### config.mk
export PLATFORM = sky130hd
export DESIGN_NAME = sync_fifo_lvl
export DESIGN_NICKNAME = d
export VERILOG_FILES = /design/src/rtl/fifo_pkg.sv /design/src/rtl/fifo_mem.sv /design/src/rtl/sync_fifo_lvl.sv
export SDC_FILE = /design/constraint.sdc
export NUM_CORES = 1
export LEC_CHECK = 0
export ABC_AREA = 1
export BUFFER_PORTS_ARGS = -buffer_cell sky130_fd_sc_hd__buf_2
export CAP_MARGIN = 0
export CORE_UTILIZATION = 42
export CTS_BUF_LIST = sky130_fd_sc_hd__clkbuf_8
export DETAILED_ROUTE_END_ITERATION = 7
export PLACE_DENSITY = 0.61
export SLEW_MARGIN = 0
export SYNTH_ARGS = -nofsm -noshare
export SYNTH_HDL_FRONTEND = slang
export SYNTH_SLANG_ARGS = --single-unit
### constraint.sdc
create_clock -name clk -period 4.5 [get_ports clk]
set_input_delay 0.45 -clock clk [delete_from_list [all_inputs] [get_ports clk]]
set_output_delay 0.45 -clock clk [all_outputs]
set_load 0.01 [all_outputs]
### src/rtl/fifo_pkg.sv
// Shared constants and helpers for the single-clock FIFO family.
// Defaults match the standard configuration; range limits guard the watermarks.
package fifo_pkg;

  localparam int DEF_DATA_WIDTH = 8;
  localparam int DEF_ADDR_WIDTH = 3;
  localparam int DEF_AF_LEVEL   = 6;
  localparam int DEF_AE_LEVEL   = 1;

  localparam int AF_LEVEL_MIN = 1;
  localparam int AE_LEVEL_MIN = 0;

  // Level must represent 0..DEPTH inclusive, hence one bit more than the address.
  function automatic int lvl_width(input int addr_width);
    return addr_width + 1;
  endfunction

  function automatic int af_level_max(input int addr_width);
    return 2 ** addr_width;
  endfunction

  function automatic int ae_level_max(input int addr_width);
    return (2 ** addr_width) - 1;
  endfunction

endpackage

### src/rtl/fifo_mem.sv
// Simple dual-port register array: synchronous write, registered read.
// Storage is never reset; only the read register is.
module fifo_mem
  import fifo_pkg::*;
#(
  parameter int DATA_WIDTH = DEF_DATA_WIDTH,
  parameter int ADDR_WIDTH = DEF_ADDR_WIDTH
) (
  input  logic                  clk,
  input  logic                  rst,
  input  logic                  wr_en,
  input  logic [ADDR_WIDTH-1:0] wr_addr,
  input  logic [DATA_WIDTH-1:0] wr_data,
  input  logic                  rd_en,
  input  logic [ADDR_WIDTH-1:0] rd_addr,
  output logic [DATA_WIDTH-1:0] rd_data
);

  localparam int DEPTH = 2 ** ADDR_WIDTH;

  logic [DATA_WIDTH-1:0] mem [DEPTH];

  always_ff @(posedge clk) begin
    if (wr_en) begin
      mem[wr_addr] <= wr_data;
    end
  end

  // Read register holds its value whenever no read is accepted.
  always_ff @(posedge clk or posedge rst) begin
    if (rst) begin
      rd_data <= '0;
    end else if (rd_en) begin
      rd_data <= mem[rd_addr];
    end
  end

endmodule

### src/rtl/sync_fifo_lvl.sv
// Single-clock FIFO with fill level, registered watermark flags,
// sticky overflow/underflow and synchronous flush.
module sync_fifo_lvl
  import fifo_pkg::*;
#(
  parameter int DATA_WIDTH = DEF_DATA_WIDTH,
  parameter int ADDR_WIDTH = DEF_ADDR_WIDTH,
  parameter int AF_LEVEL   = DEF_AF_LEVEL,
  parameter int AE_LEVEL   = DEF_AE_LEVEL
) (
  input  logic                              clk,
  input  logic                              rst,
  input  logic                              flush,
  input  logic                              wr_en,
  input  logic [DATA_WIDTH-1:0]             wr_data,
  input  logic                              rd_en,
  output logic [DATA_WIDTH-1:0]             rd_data,
  output logic                              rd_valid,
  output logic                              full,
  output logic                              empty,
  output logic                              almost_full,
  output logic                              almost_empty,
  output logic [lvl_width(ADDR_WIDTH)-1:0]  level,
  output logic                              overflow,
  output logic                              underflow
);

  localparam int DEPTH = 2 ** ADDR_WIDTH;
  localparam int LW    = lvl_width(ADDR_WIDTH);

  if (AF_LEVEL < AF_LEVEL_MIN || AF_LEVEL > af_level_max(ADDR_WIDTH)) begin : g_af_range
    $error("sync_fifo_lvl: AF_LEVEL out of range 1..DEPTH");
  end
  if (AE_LEVEL < AE_LEVEL_MIN || AE_LEVEL > ae_level_max(ADDR_WIDTH)) begin : g_ae_range
    $error("sync_fifo_lvl: AE_LEVEL out of range 0..DEPTH-1");
  end

  logic [ADDR_WIDTH-1:0] wr_ptr;
  logic [ADDR_WIDTH-1:0] rd_ptr;
  logic                  rd_acc;
  logic                  wr_acc;
  logic [LW-1:0]         level_nxt;

  // Flush blocks both accesses; a write at full rides on a same-cycle read.
  assign rd_acc    = rd_en & ~empty & ~flush;
  assign wr_acc    = wr_en & (~full | rd_acc) & ~flush;
  assign level_nxt = level + LW'(wr_acc) - LW'(rd_acc);

  fifo_mem #(
    .DATA_WIDTH (DATA_WIDTH),
    .ADDR_WIDTH (ADDR_WIDTH)
  ) u_mem (
    .clk     (clk),
    .rst     (rst),
    .wr_en   (wr_acc),
    .wr_addr (wr_ptr),
    .wr_data (wr_data),
    .rd_en   (rd_acc),
    .rd_addr (rd_ptr),
    .rd_data (rd_data)
  );

  always_ff @(posedge clk or posedge rst) begin
    if (rst) begin
      wr_ptr       <= '0;
      rd_ptr       <= '0;
      level        <= '0;
      rd_valid     <= 1'b0;
      full         <= 1'b0;
      empty        <= 1'b1;
      almost_full  <= 1'b0;
      almost_empty <= 1'b1;
      overflow     <= 1'b0;
      underflow    <= 1'b0;
    end else if (flush) begin
      wr_ptr       <= '0;
      rd_ptr       <= '0;
      level        <= '0;
      rd_valid     <= 1'b0;
      full         <= 1'b0;
      empty        <= 1'b1;
      almost_full  <= 1'b0;
      almost_empty <= 1'b1;
      overflow     <= 1'b0;
      underflow    <= 1'b0;
    end else begin
      if (wr_acc) begin
        wr_ptr <= wr_ptr + ADDR_WIDTH'(1);
      end
      if (rd_acc) begin
        rd_ptr <= rd_ptr + ADDR_WIDTH'(1);
      end
      level        <= level_nxt;
      rd_valid     <= rd_acc;
      full         <= (level_nxt == LW'(DEPTH));
      empty        <= (level_nxt == '0);
      almost_full  <= (level_nxt >= LW'(AF_LEVEL));
      almost_empty <= (level_nxt <= LW'(AE_LEVEL));
      if (wr_en & ~wr_acc) begin
        overflow <= 1'b1;
      end
      if (rd_en & ~rd_acc) begin
        underflow <= 1'b1;
      end
    end
  end

endmodule

==> run_results.csv <==
group,metric,value,unit
synthesis,synth_area_leaders,"edfxtp_1, dfrtp_1, nand2_1",
cts,postCtsSetupRepairBufs,0,
place,port_buffers,31,
synthesis,synth-edff-count,64,
synthesis,synth.distinct_cells,26,
route,final_antenna_net_count,0,
cts,cts_sinks,89,
sta,max_freq,386,MHz
flow_run,max-cap-violations,0,
cells_and_area,diodes,0,
run_status,status,"complete, no violations",
cells_and_area,stdcell_area,4330,um2
grt,grtUsageTotal,17.0,%
route,wl_per_cell,14.1,um
cells_and_area,fin_nets,440,
synthesis,synthCells,391,
cts,cts_hold_buf,0,
route,first_pass_iters,4,
sta,timing.slew.headroom,32.5,%
place,post-dp-hpwl,4760,um
critical_path,worstPathArrival,2.89,ns
worst_hold_path,hp-class,"in -> async",
route,vias,2530,
cts,cts_tree,"built",
place,pre_cts_ws,1.65,ns
route,drtIter0Drc,113,
synthesis,synth-main-ff-cell,"edfxtp_1",
power,peakVddDrop,162,uV
die,die_width,99.1,um
die,die_h,99.1,um
cts,cts_buffer_depth,2,
sta,setup_viol,0,
die,core_area,9200,um2
grt,gr-total-overflow,0,
cts,path_clk_slew,0.09,ns
synthesis,synth_seq_cells,89,
route,via_per_inst,4.72,
sta,rsz0062_at_grt,"false",
cts,htreeDepth,3,
critical_path,r2r_setup_slack,1.91,ns
critical_path,crit_path_start_kind,"register",
critical_path,critPathMaxFanout,11,
critical_path,r2r-end,"almost_empty$_DFF_PP1_",
die,dieArea,9820,um2
grt,antenna_found_initial,0,
die,ios,32,
die,rows,35,
critical_path,r2r_cells,16,
sta,fin_skew,0.0148,ns
synthesis,yosysSeqAreaShare,64.4,%
synthesis,syn-cell-area,3960,um2
cells_and_area,drive_gt1_share,13.9,%
cells_and_area,syn_to_final_growth,9.29,%
synthesis,syn_avg_cell_area,10.1,um2
route,drc,0,
critical_path,required,4.80,ns
power,power_density,482,nW/um2
power,power,2.09,mW
power,power_leakage,2.03,nW
synthesis,synth_top_area_share,48.5,%
sta,setup_ws,1.91,ns
cts,root_buffer,"clkbuf_8",
sta,min_period,2.59,ns
place,place_congestion,0.741,
critical_path,rr_startpoint,"empty$_DFF_PP1_",
die,initial_utilization,43.0,%
grt,grt_max_degree,35,
cts,clock_latency,0.35,ns
grt,first_global_vias,2401,
synthesis,ys_async_sr_fraction,28.1,%
sta,fin_crit_sh,57.6,%
place,placed_cell_area,4140,um2
sta,drv_slew,0,
critical_path,cp-end-kind,"register",
cts,cts_made_buffers,9,
synthesis,synth_nets,411,
route,wirelength,7550,um
synthesis,synth_largest_area_cell,"edfxtp_1",
sta,fin_tns_setup,0,ns
sta,finalHoldViolations,0,
sta,worstMarginPinSlew,1.01,ns
grt,grt_pass1_wl,12300,um
synthesis,ys_warn_count,0,
cts,post_cts_resized,0,
sta,hold-worst-slack,0.274,ns
critical_path,critPathKind,"reg -> reg",
## synth_stat cells, types with 2 or more instances
library cell and n:
inv_2 2, nand2_1 121, o21ai_0 6, ha_1 6, buf_2 6, nand2_2 5
nand3_1 53, or2_2 2, dfstp_2 2, a21oi_1 3, buf_6 6, nor2_1 14
inv_1 67, edfxtp_1 64, dfrtp_1 23
## metal layers
metal | global-route usage [%] | share of wire (%) | up-vias
li1 | - | - | 1292
met1 | 22.5 | 45 | 1160
met2 | 27.9 | 48 | 70
met3 | 3.05 | 6.1 | 8
met4 | 6.79 | 0.89 | 0
met5 | 0 | 0 | -
## critical path, stage by stage, from the launching register on
cell	delay [ns]
dfstp_2	0.38
inv_1	0.12
nand3_4	0.17
nand2_2	0.11
nand2_2	0.08
nor2_4	0.11
inv_1	0.05
ha_1	0.26
inv_1	0.04
ha_1	0.19
fa_1	0.38
or2_2	0.31
nand3_1	0.11
o21ai_0	0.09
inv_1	0.05
nand2_1	0.04
inv_1	0.05
## final cells by class
| type | instances | area (um2) |
|---|---|---|
| Tap cell | 111 | 139 |
| Clock buffer | 10 | 138 |
| Inverter | 72 | 280 |
| Clock inverter | 6 | 48.8 |
| Fill cell | 883 | 4870 |
| Timing Repair Buffer | 32 | 163 |
| Multi-Input combinational cell | 216 | 1010 |
| Sequential cell | 89 | 2550 |
## cell families (layout without fill, tap and decap cells)
logic type / Yosys count / in the layout / synth area share [%]
xor gates and xnor gates: 1 / 1 / 0.221
buffers and inverters: 86 / 120 / 10.1
DFF: 89 / 89 / 64.4
and+or+nand+nor: 198 / 198 / 21.5
adders and majority gates: 7 / 7 / 2.40
AOI/OAI and AO/OA: 10 / 10 / 1.36
## where the power goes
group          total (mW)  switching [mW]  internal, mW
clock               0.526           0.263         0.263
combinational       0.522           0.339         0.183
sequential           1.04          0.0515         0.986
## registers in the layout, indices dropped and copies added, names as in the netlist
| register | flops |
|---|---|
| underflow | 1 |
| overflow | 1 |
| rd_ptr | 3 |
| level | 4 |
| u_mem.mem | 64 |
| rd_valid | 1 |
| empty | 1 |
| wr_ptr | 3 |
| almost_empty | 1 |
| full | 1 |
| almost_full | 1 |
| u_mem.rd_data | 8 |
## cells in the final DEF (no fill, tap or decap), types with 2 or more instances in the layout
cell and count:
nand2_1 121, a21oi_1 3, buf_2 31, nor2_1 14, dfstp_2 2, ha_1 6, inv_1 72, dfrtp_1 23
nand2_2 5, or2_2 2, o21ai_0 6, edfxtp_1 64, clkbuf_8 10, nand3_1 53, inv_2 2
## per-stage QoR
step,util [%],std cells
2_1_floorplan,-,391
3_3_place_gp,45.0,520
3_5_place_dp,45.0,520
4_1_cts,47.0,536
5_1_grt,47.0,536
6_report,47.0,536
## worst max path at each step
| stage | endpoint | start | slack (ns) | depth (start not counted) |
|---|---|---|---|---|
| final | almost_empty$_DFF_PP1_ | empty$_DFF_PP1_ | 1.91 | 16 |
| after global routing | almost_empty$_DFF_PP1_ | empty$_DFF_PP1_ | 1.65 | 16 |
| after CTS | almost_empty$_DFF_PP1_ | empty$_DFF_PP1_ | 1.89 | 16 |
| after detailed placement | almost_empty$_DFF_PP1_ | flush | 1.65 | 17 |
| after global placement | almost_empty$_DFF_PP1_ | flush | 1.70 | 17 |
| after floorplan | almost_empty$_DFF_PP1_ | empty$_DFF_PP1_ | 1.97 | 15 |
Power figures use the tool's default switching activity.
